$ cat config.mk
export PLATFORM = sky130hd
export DESIGN_NAME = ef_pwm32_deadtime_flat
export DESIGN_NICKNAME = d
export VERILOG_FILES = /design/src/rtl/ef_pwm32_deadtime_if.sv /design/src/rtl/ef_pwm32_deadtime.sv /design/src/flat_wrapper.sv
export SDC_FILE = /design/constraint.sdc
export NUM_CORES = 1
export LEC_CHECK = 0
export ABC_AREA = 1
export BUFFER_PORTS_ARGS = -buffer_cell sky130_fd_sc_hd__buf_2
export CORE_MARGIN = 5
export CORE_UTILIZATION = 28
export CTS_BUF_LIST = sky130_fd_sc_hd__clkbuf_4 sky130_fd_sc_hd__clkbuf_8
export DETAILED_ROUTE_END_ITERATION = 16
export HOLD_SLACK_MARGIN = 0.05
export PLACE_DENSITY = 0.5
export SKIP_LAST_GASP = 1
export SLEW_MARGIN = 25
export SYNTH_ARGS = -nofsm -noshare
export SYNTH_HDL_FRONTEND = slang
export SYNTH_SLANG_ARGS = --single-unit
$ cat constraint.sdc
create_clock -name clk -period 1.9 [get_ports clk]
set_input_delay 0.095 -clock clk [delete_from_list [all_inputs] [get_ports clk]]
set_output_delay 0.095 -clock clk [all_outputs]
set_load 0.05 [all_outputs]
$ cat src/rtl/ef_pwm32_deadtime_if.sv
// Control and PWM signal bundle between the ef_pwm32 generator/bus wrapper
// and the dead-time/fault stage.
interface ef_pwm32_deadtime_if #(
  parameter int unsigned DW = 8
);
  logic          en;
  logic          mode;
  logic [DW-1:0] dt_rise;
  logic [DW-1:0] dt_fall;
  logic          pwmA;
  logic          pwmB;
  logic          trip;
  logic          trip_clr;
  logic          pwmA_o;
  logic          pwmB_o;
  logic          tripped;

  modport master (
    output en, mode, dt_rise, dt_fall, pwmA, pwmB, trip, trip_clr,
    input  pwmA_o, pwmB_o, tripped
  );

  modport slave (
    input  en, mode, dt_rise, dt_fall, pwmA, pwmB, trip, trip_clr,
    output pwmA_o, pwmB_o, tripped
  );
endinterface

$ cat src/rtl/ef_pwm32_deadtime.sv
// Dead-time insertion and latched fault trip for a PWM pair: rising edges are
// delayed per channel, falling edges pass through on the next clock.
module ef_pwm32_deadtime #(
  parameter int unsigned DW = 8
) (
  input  logic                clk,
  input  logic                rst,
  ef_pwm32_deadtime_if.slave  bus
);

  typedef enum logic [1:0] {
    OFF   = 2'd0,
    DELAY = 2'd1,
    ON    = 2'd2
  } ch_state_e;

  typedef struct packed {
    ch_state_e     st;
    logic [DW-1:0] cnt;
  } ch_t;

  ch_t           cha_q, cha_d;
  ch_t           chb_q, chb_d;
  logic          tripped_q, tripped_d;
  logic          mode_q;
  logic          kill;
  logic          src_b;
  logic [DW-1:0] dly_b;

  // The delay is captured into cnt on entry to DELAY, so later dt_* writes
  // only affect the next qualification.
  function automatic ch_t ch_next(input ch_t cur, input logic s,
                                  input logic [DW-1:0] d, input logic k);
    ch_t n;
    n.st  = cur.st;
    n.cnt = '0;
    if (k) begin
      n.st = OFF;
    end else begin
      case (cur.st)
        OFF: begin
          if (s) begin
            if (d == '0) begin
              n.st = ON;
            end else begin
              n.st  = DELAY;
              n.cnt = d - DW'(1);
            end
          end
        end
        DELAY: begin
          if (!s) begin
            n.st = OFF;
          end else if (cur.cnt == '0) begin
            n.st = ON;
          end else begin
            n.cnt = cur.cnt - DW'(1);
          end
        end
        ON: begin
          if (!s) n.st = OFF;
        end
        default: n.st = OFF;
      endcase
    end
    return n;
  endfunction

  always_comb begin
    src_b = bus.mode ? ~bus.pwmA : bus.pwmB;
    dly_b = bus.mode ? bus.dt_fall : bus.dt_rise;

    tripped_d = tripped_q;
    if (bus.trip) begin
      tripped_d = 1'b1;
    end else if (bus.trip_clr) begin
      tripped_d = 1'b0;
    end

    // A mode change is detected against the registered mode, so both
    // channels drop on the edge after the change and re-qualify afterwards.
    kill = ~bus.en | bus.trip | tripped_q | (bus.mode != mode_q);

    cha_d = ch_next(cha_q, bus.pwmA, bus.dt_rise, kill);
    chb_d = ch_next(chb_q, src_b, dly_b, kill);
  end

  always_ff @(posedge clk) begin
    if (rst) begin
      cha_q     <= '0;
      chb_q     <= '0;
      tripped_q <= 1'b0;
      mode_q    <= bus.mode;
    end else begin
      cha_q     <= cha_d;
      chb_q     <= chb_d;
      tripped_q <= tripped_d;
      mode_q    <= bus.mode;
    end
  end

  assign bus.pwmA_o  = (cha_q.st == ON);
  assign bus.pwmB_o  = (chb_q.st == ON);
  assign bus.tripped = tripped_q;

endmodule

$ cat src/flat_wrapper.sv
// flat-port wrapper written by rule: the top's interface ports become plain ports
module ef_pwm32_deadtime_flat 
#(
  parameter int unsigned DW = 8
)
  (clk, rst, bus_en, bus_mode, bus_dt_rise, bus_dt_fall, bus_pwmA, bus_pwmB, bus_trip, bus_trip_clr, bus_pwmA_o, bus_pwmB_o, bus_tripped);
  ef_pwm32_deadtime_if #(.DW(DW)) bus_i ();
  input  logic clk;
  input  logic rst;
  input wire logic [$bits(bus_i.en)-1:0] bus_en;
  input wire logic [$bits(bus_i.mode)-1:0] bus_mode;
  input wire logic [$bits(bus_i.dt_rise)-1:0] bus_dt_rise;
  input wire logic [$bits(bus_i.dt_fall)-1:0] bus_dt_fall;
  input wire logic [$bits(bus_i.pwmA)-1:0] bus_pwmA;
  input wire logic [$bits(bus_i.pwmB)-1:0] bus_pwmB;
  input wire logic [$bits(bus_i.trip)-1:0] bus_trip;
  input wire logic [$bits(bus_i.trip_clr)-1:0] bus_trip_clr;
  output wire logic [$bits(bus_i.pwmA_o)-1:0] bus_pwmA_o;
  output wire logic [$bits(bus_i.pwmB_o)-1:0] bus_pwmB_o;
  output wire logic [$bits(bus_i.tripped)-1:0] bus_tripped;
  assign bus_i.en = bus_en;
  assign bus_i.mode = bus_mode;
  assign bus_i.dt_rise = bus_dt_rise;
  assign bus_i.dt_fall = bus_dt_fall;
  assign bus_i.pwmA = bus_pwmA;
  assign bus_i.pwmB = bus_pwmB;
  assign bus_i.trip = bus_trip;
  assign bus_i.trip_clr = bus_trip_clr;
  assign bus_pwmA_o = bus_i.pwmA_o;
  assign bus_pwmB_o = bus_i.pwmB_o;
  assign bus_tripped = bus_i.tripped;
  ef_pwm32_deadtime #(.DW(DW)) u_core (.clk(clk), .rst(rst), .bus(bus_i));
endmodule
======== After elaboration in Yosys (flattened, before gate mapping) ========
Index checks and enable logic that the tools add are counted.
Widths: inputs -> output; s select.
word-level totals
  output and inout bits ................... 3
  input bits .............................. 24
  word-level logic and storage cells ...... 60
  register bits ........................... 22
operators by class
  multiplexer cells ....................... 24
  eq/ne operators ......................... 11
  add/sub/neg operators ................... 4
  bitwise operators ....................... 5
  reduce and logical (&&, ||, !) cells .... 10
operators by type and width
  operator             number
  $mux 8               7
  $logic_not 8->1      4
  $pmux 8 s2           2
  $sub 8x1->8 const B  4
  $mux 10              2
  $mux 2               8
  $pmux 2 s3           2
  $ne 2x2->1 const B   3
  $reduce_and 3->1     2
  $eq 2x1->1 const B   2
  $eq 2x2->1 const B   2
  $logic_not 2->1      2
  $mux 1               3
  $ne 3x2->1 const B   1
  $ne 3x3->1 const B   1
  $or 1x1->1           3
  $ne 2x1->1 const B   1
  $not 1->1            2
  $reduce_bool 2->1    1
  $reduce_or 2->1      1
  $ne 1x1->1           1

======== Longest topological paths before layout ========
  word-level depth ........................ 5
  mapped depth ............................ 11
  gate-level depth less buffers ........... 10

======== Worst setup path before layout ========
Ideal clock, no wire load.
  kind .................................... register to register
  from .................................... register u_core.chb_q[9] (netlist bit)
  to ...................................... register u_core.chb_q[9] (netlist bit)
  data arrival time ....................... 1.341 ns
  clock period less this slack ............ 1.411 ns
  stages on the path, launching flop included .. 5
  path buffers ............................ 0
  required time ........................... 1.830 ns
  library setup time ...................... 0.070 ns
  path slack .............................. 0.489 ns
  path through ............................ dfxtp_1 > inv_1 > nor2_1 > nand2_1 > a21oi_1
between the ends
  cells in the longest elaborated chain, start to end .. 3
  elaborated cells between the ends (all ways) .. 8
  those cells by class .................... eq/ne (5); mux (1); reduce/logical (2)
ends and longest elaborated chain
  item                               line                     RTL
  from (decl)                        ef_pwm32_deadtime.sv:23  ch_t chb_q, chb_d;
  from (signal assigned)             ef_pwm32_deadtime.sv:96  chb_q <= chb_d;
  $eq 2x2->1 *                       --
  named net bus_pwmB_o               flat_wrapper.sv:19       output wire logic [$bits(bus_i.pwmB_o)-1:0] bus_pwmB_o;
  $ne 2x2->1 (no source line)        --
  $reduce_and 3->1 (no source line)  --
Mark *: on every way through the listed nets, which the timed path passes. The rest lies on a longest branch.
A chain may end at the register's enable or synchronous reset.

======== Worst setup path in the final report ========
  from .................................... input rst
  to ...................................... register u_core.chb_q[2] (netlist bit)
between the ends
  cells in the longest elaborated chain, start to end .. 1
ends and longest elaborated chain
  item                              line               RTL
  from (decl)                       flat_wrapper.sv:9  input logic rst;
  $reduce_or 2->1 (no source line)  --
No other way between the ends.

==> impl_metrics.toml <==
[worst_hold_path]
min-delay-path-class = "primary input to flop"
worstHoldPathCells = 1
hold_path_startpoint = "bus_mode"
worstHoldEndpoint = "u_core.mode_q"

[setup_path]
worstPathMaxFanout = 4
timing.rr.start = "u_core.bus.tripped"
worstPathCellList = "dlygate4sd3_1, buf_2, nor4_1, nand3_1, inv_1, nand2_1, a21oi_1"
worst-r2r-setup-slack_ns = 0.53
worst_path_largest_cell_delay_ns = 0.53
start_kind = "primary input"
timing.rr.end = "u_core.chb_q[2]"
setup.worst_path.class = "primary input to flop"
worst_ep_required_time_ns = 2.09
cp_slowest_cell = "sky130_fd_sc_hd__dlygate4sd3_1"
worst-r2r-cell-count = 5
critPathTopFamily = "buffers and inverters"
worstSetupEndpointType = "flop"
critPathBufInv = 3
cp_data_arrival_time_ns = 1.60

[timing]
tns_ns = 0
final_hold_viol_count = 0
setup_repair_after_global_routing_missed_its_margin = "false"
timing.final.crit_share = 0.7402
maxClockFrequency_mhz = 711.1
finalWorstPathRequiredPeriod_ns = 1.406
tightestPinTransition_ns = 0.3913
worst_hold_margin_ns = 0.08486
finalMaxSlewViolations = 0
finClkSkew_ns = 0.02016
setup_viol = 0
headroom_to_the_max_slew_limit = 0.7371

[status]
outcome = "completed"

[cells_and_area]
flow.area_growth_from_synthesis_pct = 19.93
antenna_cells_inserted = 0
multi_input_area_um2 = 1056
num-nets-final = 330
post-route-cell-area_um2 = 2026
fillerInstances = 675
drive_above_1_share = 0.2148
final_core_utilization = 0.3442
sequential_cell_area_um2 = 440.4

[synthesis]
sequential_element_share_of_the_synthesized_area = 0.2607
post_synth_inst_count = 263
synth.lib_cells_used.distinct = 30
async_reset_ff_frac = 0
synth_top_flop_cell = "sky130_fd_sc_hd__dfxtp_1"
mapped_nets = 294
post_synthesis_instance_area_um2 = 1689
synth-edff-count = 0
ys_ff_latch = 22
ys.warnings.count = 0
postSynthAreaPerCell_um2 = 6.423

[pwr]
clkPwrFrac = 0.387
max-vdd-ir-drop_mv = 0.2799
combinationalPowerShare = 0.204
power_switching_share = 0.2726
power.net_switching_uw = 314.7
power.static_leakage_nw = 0.9887
power.share.sequential = 0.410
power_report.internal_total_uw = 839.8
fin_total_pwr_mw = 1.155
cellPowerDensity_nw_per_um2 = 569.9

[cts]
max-clock-path-buffers = 2
tritoncts_num_sinks = 22
tritoncts = "built"
htree_levels = 1
clockRootBuffer = "sky130_fd_sc_hd__clkbuf_8"
cts_resizes = 0
clock_insertion_delay_worst_skew_ns = 0.27
post-cts-setup-buffer-count = 0
path_clk_slew_ns = 0.10
holdBufCountCts = 2
cts-buffers-inserted = 3

[route]
drt_drc_violations_left = 0
wire_per_inst_um = 11.27
detailedRoute.firstPassIterationCount = 4
post_drt_via_cell_ratio = 4.335
drt-initial-drc-count = 67
number_of_nets_with_antenna_violations_after_routing = 0
detailroute.via_count = 1617
routed_wl_um = 4204

[floorplanning]
fp.dieArea_um2 = 7686
ioPinCount = 27
placement_rows = 28
die_w_um = 87.67
initial_core_util = 0.2870
die_h_um = 87.67
floorplan.core_area_um2 = 5886

[global_routing]
grt-ovfl-total = 0
grt_antenna_before_repair = 0
grt.total_usage = 0.1191
grt_pass1_vias = 1602
grt_max_degree = 14
grt_first_pass_wirelength_um = 7293

[run]
number_of_maximum_capacitance_violations = 0

[placed_design]
place_hpwl_um = 3490
placement.io_buffers = 26
place_congestion = 0.7380
detailed_place.area_um2 = 1934
flip-flops by register name, summed over array words and instances (netlist names):
| name | count |
|---|---|
| u_core.mode_q | 1 |
| u_core.cha_q | 10 |
| u_core.bus.tripped | 1 |
| u_core.chb_q | 10 |
kinds of logic (layout without fill, tap and decap cells):
logic type	count (synthesis)	in the layout	synth area share
AO/OA/AOI/OAI	29	29	0.1045
XOR/XNOR	12	12	0.06222
adder cells (fa/ha/maj)	7	7	0.05185
buffers and inverters	49	84	0.1141
flip-flops	22	22	0.2607
AND/OR/NAND/NOR	144	144	0.4067
cell usage in the layout (no fill, tap or decap):
cell type,count
sky130_fd_sc_hd__a21o_1,1
sky130_fd_sc_hd__a21oi_1,19
sky130_fd_sc_hd__a21oi_2,1
sky130_fd_sc_hd__a21oi_4,1
sky130_fd_sc_hd__buf_2,26
sky130_fd_sc_hd__buf_4,5
sky130_fd_sc_hd__bufinv_16,1
sky130_fd_sc_hd__clkbuf_8,3
sky130_fd_sc_hd__dfxtp_1,22
sky130_fd_sc_hd__dlygate4sd3_1,2
sky130_fd_sc_hd__ha_1,7
sky130_fd_sc_hd__inv_1,43
sky130_fd_sc_hd__inv_2,4
sky130_fd_sc_hd__nand2_1,63
sky130_fd_sc_hd__nand2_2,12
sky130_fd_sc_hd__nand2_4,1
sky130_fd_sc_hd__nand3_1,24
sky130_fd_sc_hd__nand3_2,1
sky130_fd_sc_hd__nand3b_1,3
sky130_fd_sc_hd__nand4_1,5
sky130_fd_sc_hd__nor2_1,25
sky130_fd_sc_hd__nor2_2,1
sky130_fd_sc_hd__nor2_4,5
sky130_fd_sc_hd__nor3_1,1
sky130_fd_sc_hd__nor4_1,1
sky130_fd_sc_hd__o211ai_1,1
sky130_fd_sc_hd__o21a_1,2
sky130_fd_sc_hd__o21ai_1,2
sky130_fd_sc_hd__o21ai_2,1
sky130_fd_sc_hd__o21bai_1,1
sky130_fd_sc_hd__or2_2,2
sky130_fd_sc_hd__xnor2_1,2
sky130_fd_sc_hd__xor2_1,10
per-layer routing:
| layer | up-vias | global-route usage | routed length, um |
|---|---|---|---|
| met2 | 41 | 0.1760 | 1639 |
| met1 | 680 | 0.1756 | 2317 |
| met4 | 0 | 0.03766 | 51 |
| met5 | - | 0 | 0 |
| met3 | 4 | 0.01881 | 195 |
| li1 | 892 | - | - |
cells in the mapped netlist, types with 2 or more instances:
library cell,n,area share
sky130_fd_sc_hd__a21oi_1,19,0.056
sky130_fd_sc_hd__dfxtp_1,22,0.26
sky130_fd_sc_hd__ha_1,7,0.052
sky130_fd_sc_hd__inv_1,43,0.096
sky130_fd_sc_hd__inv_2,4,0.0089
sky130_fd_sc_hd__nand2_1,63,0.14
sky130_fd_sc_hd__nand2_2,12,0.044
sky130_fd_sc_hd__nand3_1,24,0.071
sky130_fd_sc_hd__nand3b_1,3,0.013
sky130_fd_sc_hd__nand4_1,5,0.019
sky130_fd_sc_hd__nor2_1,25,0.056
sky130_fd_sc_hd__nor2_4,5,0.033
sky130_fd_sc_hd__o21a_1,2,0.0089
sky130_fd_sc_hd__o21ai_1,2,0.0059
sky130_fd_sc_hd__or2_2,2,0.0074
sky130_fd_sc_hd__xnor2_1,2,0.010
sky130_fd_sc_hd__xor2_1,10,0.052
layout make-up:
class	instances	area share
clock buffer	3	0.02038
sequential	22	0.2174
inverter	47	0.08709
clock inverter	1	0.01482
multi-input combinational	192	0.5213
timing repair buffer	33	0.09265
tap	75	0.04632
power by group through the flow:
stage	registers, mW	logic [mW]	clock network (mW)
floorplan	0.488	0.157	0
global placement	0.484	0.231	0
detailed placement	0.484	0.231	0
CTS	0.473	0.237	0.456
global route	0.474	0.268	0.485
finish	0.473	0.235	0.447
metrics by stage:
| stage | setup WS, ns | cells |
|---|---|---|
| 2_1_floorplan | 0.4891 | 263 |
| 3_3_place_gp | 0.3443 | 367 |
| 3_5_place_dp | 0.2653 | 367 |
| 4_1_cts | 0.4965 | 373 |
| 5_1_grt | 0.3520 | 373 |
| 6_report | 0.4936 | 373 |
worst max path at each step:
stage	from	endpoint	slack, ns	depth (start not counted)
floorplan	u_core.chb_q[9]	u_core.chb_q[9]	0.49	4
CTS	rst	u_core.chb_q[2]	0.50	7
finish	rst	u_core.chb_q[2]	0.49	7
detailed placement	bus_mode	u_core.chb_q[5]	0.27	10
global placement	bus_mode	u_core.chb_q[5]	0.34	10
global route	bus_mode	u_core.chb_q[5]	0.35	10
(Power assumes the default switching activity.)
